===== src/rtl/uart_pkg.sv =====
// Shared types for the configurable UART transmitter: parity modes, FSM states,
// and a parity helper.
package uart_pkg;
  typedef enum logic [1:0] {PAR_NONE, PAR_EVEN, PAR_ODD} parity_e;

  typedef enum logic [2:0] {S_IDLE, S_START, S_DATA, S_PARITY, S_STOP} tx_state_e;

  // The argument x is the XOR of the data bits. Odd mode inverts it.
  function automatic logic par_bit(input parity_e mode, input logic x);
    return (mode == PAR_ODD) ? ~x : x;
  endfunction
endpackage


===== src/rtl/uart_sync_fifo.sv =====
// Show-ahead synchronous FIFO. Pushes are ignored when full and pops are
// ignored when empty.
module uart_sync_fifo #(
  parameter int WIDTH = 8,
  parameter int DEPTH = 4
) (
  input  logic                       clk,
  input  logic                       rst,
  input  logic                       push,
  input  logic [WIDTH-1:0]           wdata,
  input  logic                       pop,
  output logic [WIDTH-1:0]           rdata,
  output logic                       full,
  output logic                       empty,
  output logic [$clog2(DEPTH+1)-1:0] level
);
  localparam int PW = $clog2(DEPTH);
  localparam int LW = $clog2(DEPTH+1);

  logic [WIDTH-1:0] mem [DEPTH];
  logic [PW-1:0]    wptr, rptr;
  logic             push_ok, pop_ok;

  assign full    = (level == LW'(DEPTH));
  assign empty   = (level == '0);
  assign push_ok = push & ~full;
  assign pop_ok  = pop & ~empty;
  assign rdata   = mem[rptr];

  always_ff @(posedge clk) begin
    if (push_ok) mem[wptr] <= wdata;
  end

  // DEPTH is a power of two, so the pointers wrap naturally.
  always_ff @(posedge clk) begin
    if (rst) begin
      wptr  <= '0;
      rptr  <= '0;
      level <= '0;
    end else begin
      if (push_ok) wptr <= wptr + 1'b1;
      if (pop_ok)  rptr <= rptr + 1'b1;
      case ({push_ok, pop_ok})
        2'b10:   level <= level + 1'b1;
        2'b01:   level <= level - 1'b1;
        default: level <= level;
      endcase
    end
  end
endmodule


===== src/rtl/uart_tx_cfg.sv =====
// Buffered UART transmitter. The frame format is set by parameters, and the
// serial line is registered.
module uart_tx_cfg
  import uart_pkg::*;
#(
  parameter int      CLKS_PER_BIT = 10,
  parameter int      DATA_BITS    = 8,
  parameter parity_e PARITY       = PAR_NONE,
  parameter int      STOP_BITS    = 1,
  parameter int      FIFO_DEPTH   = 4
) (
  input  logic                            clk,
  input  logic                            rst,
  input  logic [DATA_BITS-1:0]            i_tx_data,
  input  logic                            i_tx_valid,
  output logic                            o_tx_ready,
  output logic                            o_tx_busy,
  output logic                            o_tx_data,
  output logic [$clog2(FIFO_DEPTH+1)-1:0] o_fifo_level
);
  localparam int CW = $clog2(CLKS_PER_BIT);

  if (CLKS_PER_BIT < 2) begin : g_bad_cpb
    $error("uart_tx_cfg: CLKS_PER_BIT must be >= 2");
  end
  if (DATA_BITS < 5 || DATA_BITS > 9) begin : g_bad_db
    $error("uart_tx_cfg: DATA_BITS must be 5..9");
  end
  if (STOP_BITS != 1 && STOP_BITS != 2) begin : g_bad_sb
    $error("uart_tx_cfg: STOP_BITS must be 1 or 2");
  end
  if (FIFO_DEPTH < 2 || (FIFO_DEPTH & (FIFO_DEPTH-1)) != 0) begin : g_bad_fd
    $error("uart_tx_cfg: FIFO_DEPTH must be a power of two >= 2");
  end

  tx_state_e            state, state_n;
  logic [CW-1:0]        cnt, cnt_n;
  logic [3:0]           idx, idx_n;
  logic [DATA_BITS-1:0] shreg, shreg_n, head;
  logic                 par_q, par_n, line_q, line_n;
  logic                 pop, fetch, full, empty;

  uart_sync_fifo #(.WIDTH(DATA_BITS), .DEPTH(FIFO_DEPTH)) u_fifo (
    .clk   (clk),
    .rst   (rst),
    .push  (i_tx_valid),
    .wdata (i_tx_data),
    .pop   (pop),
    .rdata (head),
    .full  (full),
    .empty (empty),
    .level (o_fifo_level)
  );

  assign o_tx_ready = ~full;
  assign o_tx_busy  = (state != S_IDLE) | ~empty;
  assign o_tx_data  = line_q;

  always_ff @(posedge clk) begin
    if (rst) begin
      state  <= S_IDLE;
      cnt    <= '0;
      idx    <= '0;
      shreg  <= '0;
      par_q  <= 1'b0;
      line_q <= 1'b1;
    end else begin
      state  <= state_n;
      cnt    <= cnt_n;
      idx    <= idx_n;
      shreg  <= shreg_n;
      par_q  <= par_n;
      line_q <= line_n;
    end
  end

  // line_n is the value the line takes on the next bit. It is computed when the
  // current bit's counter expires, so the line changes exactly on bit boundaries.
  always_comb begin
    state_n = state;
    cnt_n   = cnt;
    idx_n   = idx;
    shreg_n = shreg;
    par_n   = par_q;
    line_n  = line_q;
    pop     = 1'b0;
    fetch   = 1'b0;
    if (state != S_IDLE && cnt != '0) begin
      cnt_n = cnt - 1'b1;
    end else begin
      case (state)
        S_IDLE: begin
          line_n = 1'b1;
          fetch  = ~empty;
        end
        S_START: begin
          state_n = S_DATA;
          cnt_n   = CW'(CLKS_PER_BIT-1);
          idx_n   = '0;
          line_n  = shreg[0];
        end
        S_DATA: begin
          cnt_n = CW'(CLKS_PER_BIT-1);
          if (idx == 4'(DATA_BITS-1)) begin
            idx_n = '0;
            if (PARITY != PAR_NONE) begin
              state_n = S_PARITY;
              line_n  = par_q;
            end else begin
              state_n = S_STOP;
              line_n  = 1'b1;
            end
          end else begin
            idx_n   = idx + 1'b1;
            shreg_n = shreg >> 1;
            line_n  = shreg[1];
          end
        end
        S_PARITY: begin
          state_n = S_STOP;
          cnt_n   = CW'(CLKS_PER_BIT-1);
          idx_n   = '0;
          line_n  = 1'b1;
        end
        S_STOP: begin
          if (idx == 4'(STOP_BITS-1)) begin
            fetch   = ~empty;
            state_n = S_IDLE;
            line_n  = 1'b1;
          end else begin
            idx_n = idx + 1'b1;
            cnt_n = CW'(CLKS_PER_BIT-1);
          end
        end
        default: state_n = S_IDLE;
      endcase
    end
    // Back-to-back frames: the next start bit follows the last stop bit directly.
    if (fetch) begin
      pop     = 1'b1;
      shreg_n = head;
      par_n   = par_bit(PARITY, ^head);
      state_n = S_START;
      cnt_n   = CW'(CLKS_PER_BIT-1);
      line_n  = 1'b0;
    end
  end
endmodule

===== config.mk =====
export PLATFORM = sky130hd
export DESIGN_NAME = uart_tx_cfg
export DESIGN_NICKNAME = d
export VERILOG_FILES = /design/src/rtl/uart_pkg.sv /design/src/rtl/uart_sync_fifo.sv /design/src/rtl/uart_tx_cfg.sv
export SDC_FILE = /design/constraint.sdc
export NUM_CORES = 1
export LEC_CHECK = 0
export ABC_AREA = 0
export BUFFER_PORTS_ARGS = -buffer_cell sky130_fd_sc_hd__buf_2
export CAP_MARGIN = 20
export CORE_UTILIZATION = 50
export CTS_CLUSTER_SIZE = 10
export DETAILED_ROUTE_END_ITERATION = 16
export PLACE_DENSITY = 0.7
export SKIP_LAST_GASP = 1
export SYNTH_ARGS = -nofsm -noshare
export SYNTH_HDL_FRONTEND = slang
export SYNTH_SLANG_ARGS = --single-unit

===== constraint.sdc =====
create_clock -name clk -period 2.87 [get_ports clk]
set_clock_uncertainty 0.15 [all_clocks]
set_input_delay 0.287 -clock clk [delete_from_list [all_inputs] [get_ports clk]]
set_output_delay 0.287 -clock clk [all_outputs]
set_load 0.005 [all_outputs]

Word-level counts from Yosys, hierarchy flattened
Memories as Yosys holds them, arrays and structs flattened. A register that Yosys moved wholly into a read port is not among the register bits. Index checks and enable logic that the tools add are counted.

Logic and storage cells: 95. Bits of input ports: 11. Bits in registers: 27. RAM bits: 32. Memories kept: 1. Output and inout port bits: 6.

Memories: u_fifo.mem (depth 4, bits a word 8, rd ports 1, clocked after memory_dff 1, wr ports 1, line uart_sync_fifo.sv:20) `logic [WIDTH-1:0] mem [DEPTH];`.

Multiplexer cells: 30. Bitwise logic cells: 7. $add $sub $neg: 6. Reductions and logical operators: 23. Equality and inequality tests: 18.

Operator list (count): 2-to-1 mux 8 bit (4); 2-to-1 mux 4 bit (5); one-hot mux 3 bit (5 select lines) (1); != test 2 bit, second input constant (6); one-hot mux 4 bit (3 select lines) (1); 2-to-1 mux 1 bit (11); != test 3 bit, second input constant (3); AND reduction 3 bit (3); nonzero test 3 bit (3); one-hot mux 4 bit (2 select lines) (1); AND reduction 4 bit (2); nonzero test 4 bit (2); equality test 3 x 2 -> 1 bit, second input constant (2); equality test 3 bit, second input constant (2); logical NOT 3 bit (2); 2-to-1 mux 3 bit (2); one-hot mux 3 bit (2 select lines) (1); OR reduction 2 bit (3); nonzero test 5 bit (1); adder 2 x 1 -> 2 bit, second input constant (2); adder 4 x 1 -> 4 bit, second input constant (1); equality test 4 x 3 -> 1 bit, second input constant (1); logical NOT 4 bit (1); 2-to-1 mux 2 bit (2); other kinds (16) (22).

Depth between registers and ports, before layout
Depth after elaboration: 9. Mapped depth: 12. Mapped depth without buffers: 12.

Modules after synthesis
From an unflattened synthesis, not the netlist that was laid out.

Cell total of the unflattened synthesis: 242. Area total of the unflattened synthesis: 2852.7 µm².

By module, submodules not included: uart_sync_fifo (times used 1, seq. area each 1141.1 µm², area each 1630.3 µm², cells an instance 96); uart_tx_cfg (times used 1, seq. area each 400.4 µm², area each 1222.4 µm², cells an instance 146).

Least setup slack after synthesis
Ideal clock, no wire load.

Kind: reg-to-reg. Start point: reg idx[0]. End point: reg u_fifo.level[2]. Setup time: 71 ps. Required time: 2649 ps. Path slack: -149 ps. Arrival: 2798 ps. Path buffers: 0. Period minus slack after synthesis: 3019 ps. Cell stages (with the launch flop): 13. Cells stage by stage: dfxtp_1 > inv_1 > ha_1 > or3b_4 > a2111oi_4 > nand2_2 > inv_2 > ha_1 > inv_1 > fa_1 > xor2_1 > or3_1 > a21oi_1.

Cells in the longest elaborated chain, start to end: 8. Elaborated cells between the ends (all ways): 10. Classes of those cells: eq/ne (2); mux (5); bitwise (1); reduce/logical (2).

Ends and longest elaborated chain: start: declaration (line uart_tx_cfg.sv:38) `logic [3:0] idx, idx_n;`; start signal: assignment (line uart_tx_cfg.sv:70) `idx <= idx_n;`; logical NOT 4 bit (*) (line uart_tx_cfg.sv:126) `if (idx == 4'(STOP_BITS-1)) begin`; 2-to-1 mux 1 bit (*) (line uart_tx_cfg.sv:126); one-hot mux 1 bit (2 select lines) (*) (line uart_tx_cfg.sv:91) `case (state)`; 2-to-1 mux 1 bit (*) (line uart_tx_cfg.sv:88) `if (state != S_IDLE && cnt != '0) begin`; 2-to-1 mux 1 bit (*) (line uart_tx_cfg.sv:139) `if (fetch) begin`; bitwise AND 1 bit (*) (line uart_sync_fifo.sv:27) `assign pop_ok = pop & ~empty;`; named net u_fifo.pop_ok (line uart_sync_fifo.sv:22) `logic push_ok, pop_ok;`; equality test 2 x 1 -> 1 bit or equality test 2 bit (tied branches) (line uart_sync_fifo.sv:43) `case ({push_ok, pop_ok})`; one-hot mux 3 bit (2 select lines) or nonzero test 2 bit (tied branches); end signal: assignment (line uart_sync_fifo.sv:44) `2'b10: level <= level + 1'b1;`; end signal: assignment (line uart_sync_fifo.sv:45) `2'b01: level <= level - 1'b1;`; end signal: assignment (line uart_sync_fifo.sv:46) `default: level <= level;`; end: declaration (line uart_sync_fifo.sv:15) `output logic [$clog2(DEPTH+1)-1:0] level`.

Mark *: on every way through the listed nets, which the timed path passes. The rest lies on a longest branch. A chain may end at the register's enable or synchronous reset.

Worst setup path after layout
Start point: reg idx[1]. End point: reg u_fifo.level[2].

Same word-level chain as after synthesis.

==> run metrics <==
Vias/cell 5.62; Async SR Flop Fraction 0%; vias in the first global route 1867; Clock H-tree levels 3; fraction of layout cells with a size suffix above 1 25.4%; row count 26; utilization after layout 62.3%; Final Power 0.00322 W; fmax 349 MHz; final hold vios 0; largest cells by area after synthesis edfxtp_1, dfxtp_1, mux4_2; Remaining Overflow, GRT 0; Die ar. 0.00587 sq mm; core area 0.00524 sq mm; # fillers 406; P&R area growth vs syn 17.2%; starting density of the core 53.2%; # diodes 0; fin cells 334; DP Cell Count 314; count of input and output buffers 16; initial antenna violation count 0; Post-synth top flop edfxtp_1; antenna viol nets, final 0; largest net degree at the start of global routing 25; syn nets 252; max-cap viol count 0; first-pass GRT wire length 8700 um; maximum VDD drop 0.654 mV; status finished, final reports clean; DR DRC count 0; CTS sink cnt 61; CP max FO 4; Worst-Margin Slew 0.993 ns; Pins Over Slew Limit 0; Post-Synthesis Cells 231; Ports 17; die span in x 76.6 um; Clk Latency, worst-skew pair 0.33 ns; crit path time final 2.87 ns; register area share after synthesis 55.3%; final setup fails 0; dpl hpwl 3500 um; Routability Congestion 0.785; fin crit share 99.9%; Setup CP Type flip-flop to flip-flop; Hold Slack 0.0234 ns; RSZ-0062 raised after global routing yes; worst path required time 2.99 ns; final net count 280; Yosys reg bits 61; Die Y 76.6 um; cell taking the most area after synthesis edfxtp_1; crit start category flip-flop; post-synthesis area per instance 12.1 sq um; worst hold path class input pin to flip-flop; routed via count 1877; Worst EP arrival 2.98 ns; CTS tree built; Ys Warns 0; DR WL/cell 15.5 um; 1st-pass router iterations 4; PwrDens 988 mW/mm^2; initial drt markers 92; Lkg Pwr 1.17 nW; Max-slew headroom 33.5%; Root Buffer clkbuf_8; Syn Std Cell Area 0.00279 sq mm; number of distinct library cells after synthesis 55; flop-to-flop setup slack 0.003 ns; number of flops mapped to enable cells by yosys 32; Synth top area share 34.5%; setup TNS 0 ns; WL final 5170 um; cts bufs inserted 9; Max Buffers Root-to-Sink 2; crit path capture type flip-flop; Reg clk slew, reported paths 0.07 ns; Overall Global Routing Usage 19.5%
==> cell usage after synthesis (3+ instances only) <==
library cell,instances
nor3_1,4
edfxtp_1,32
nor2_1,10
or3_1,4
o31a_1,3
inv_1,12
o21ai_0,8
ha_1,9
mux4_2,8
a21oi_1,13
o31ai_1,5
and3_1,5
o211ai_1,4
a31oi_1,6
dfxtp_1,29
nand3_1,7
nand2_1,18
clkbuf_1,7
nor2b_1,3
==> area by class of cell <==
cell class / count / area [sq um] / share of cell area, %
sequential: 61 / 1540 / 47.3
tap: 70 / 87.6 / 2.68
inverter: 13 / 51.3 / 1.57
clock inverter: 7 / 124 / 3.79
clock buffer: 9 / 124 / 3.79
multi-input combinational: 146 / 1160 / 35.5
timing repair buffer: 28 / 175 / 5.37
==> metrics by stage <==
stage / worst slack [ns] / area, sq um
floorplan: 0.00236 / 2810
global placement: 0.123 / 2980
detailed placement: 0.0176 / 2980
CTS: -0.00680 / 3240
global route: -0.110 / 3260
finish: 0.00284 / 3260
==> kinds of logic after synthesis <==
logic type / after synthesis / synth area share, %
AO/OA/AOI/OAI: 56 / 14.7
XOR/XNOR: 3 / 0.944
buffers and inverters: 24 / 3.82
flip-flops: 61 / 55.3
adder cells (fa/ha/maj): 10 / 4.76
multiplexers: 10 / 7.19
AND/OR/NAND/NOR: 67 / 13.2
==> repair_timing <==
| item | 4_1_cts | 5_1_grt |
|---|---|---|
| endpoints found under the setup margin | 1 | 1 |
| gates resized for setup | 0 | 3 |
| hold buffers | 2 | 0 |
| gates cloned | 0 | 0 |
| pin swaps | 0 | 2 |
| setup buffers | 0 | 2 |
| endpoints found under the hold margin | 6 | 0 |
==> state kept, by name (all words and copies together) (netlist names), named ones only <==
name,cells
u_fifo.wptr,2
state,3
cnt,4
idx,4
u_fifo.mem,32
u_fifo.rptr,2
o_tx_data,1
shreg,8
u_fifo.level,3
==> power by group <==
group / switching (W) / internal [W] / leakage, nW / total (W)
Clock: 0.000348 / 0.000581 / 0.120 / 0.000929
Combinational: 0.000572 / 0.000488 / 0.514 / 0.00106
Sequential: 0.000142 / 0.00109 / 0.532 / 0.00124
Total: 0.00106 / 0.00216 / 1.17 / 0.00322
==> path summary, 6_finish.rpt <==
check,endpoint,from,depth (start not counted)
worst max-delay path,u_fifo.level[2],idx[1],12
worst min-delay path,u_fifo.mem[1][7],i_tx_data[7],1
worst max register to register,u_fifo.level[2],idx[1],12
worst min register to register,shreg[4],shreg[5],2
==> cell usage in the layout, fill, tap and decap left out, types with 6 or more instances in the layout <==
cell type  instances
edfxtp_1          32
dfxtp_1           27
nand2_1           18
buf_2             16
a21oi_1           12
inv_1             11
nor2_1            10
buf_4             10
clkbuf_8           9
o21ai_0            8
mux4_2             8
nand3_1            7
ha_1               7
a31oi_1            6
==> per-layer routing <==
metal  part of all wire, %  global-route usage [%]
met3                   2.1                    3.23
met4                   1.4                    11.5
met5                     0                       0
met2                    49                    31.2
met1                    48                    24.9
==> worst max-delay path, stage by stage (launching register included) <==
cell and delay, ns:
dfxtp_2 0.34, inv_1 0.06, ha_2 0.16, or3b_4 0.39, a2111oi_4 0.40, nand2_2 0.13, inv_4 0.07, ha_4 0.12
inv_1 0.04, fa_2 0.33, xor2_1 0.15, or3_1 0.32, a21oi_2 0.13
(Power assumes the default switching activity.)
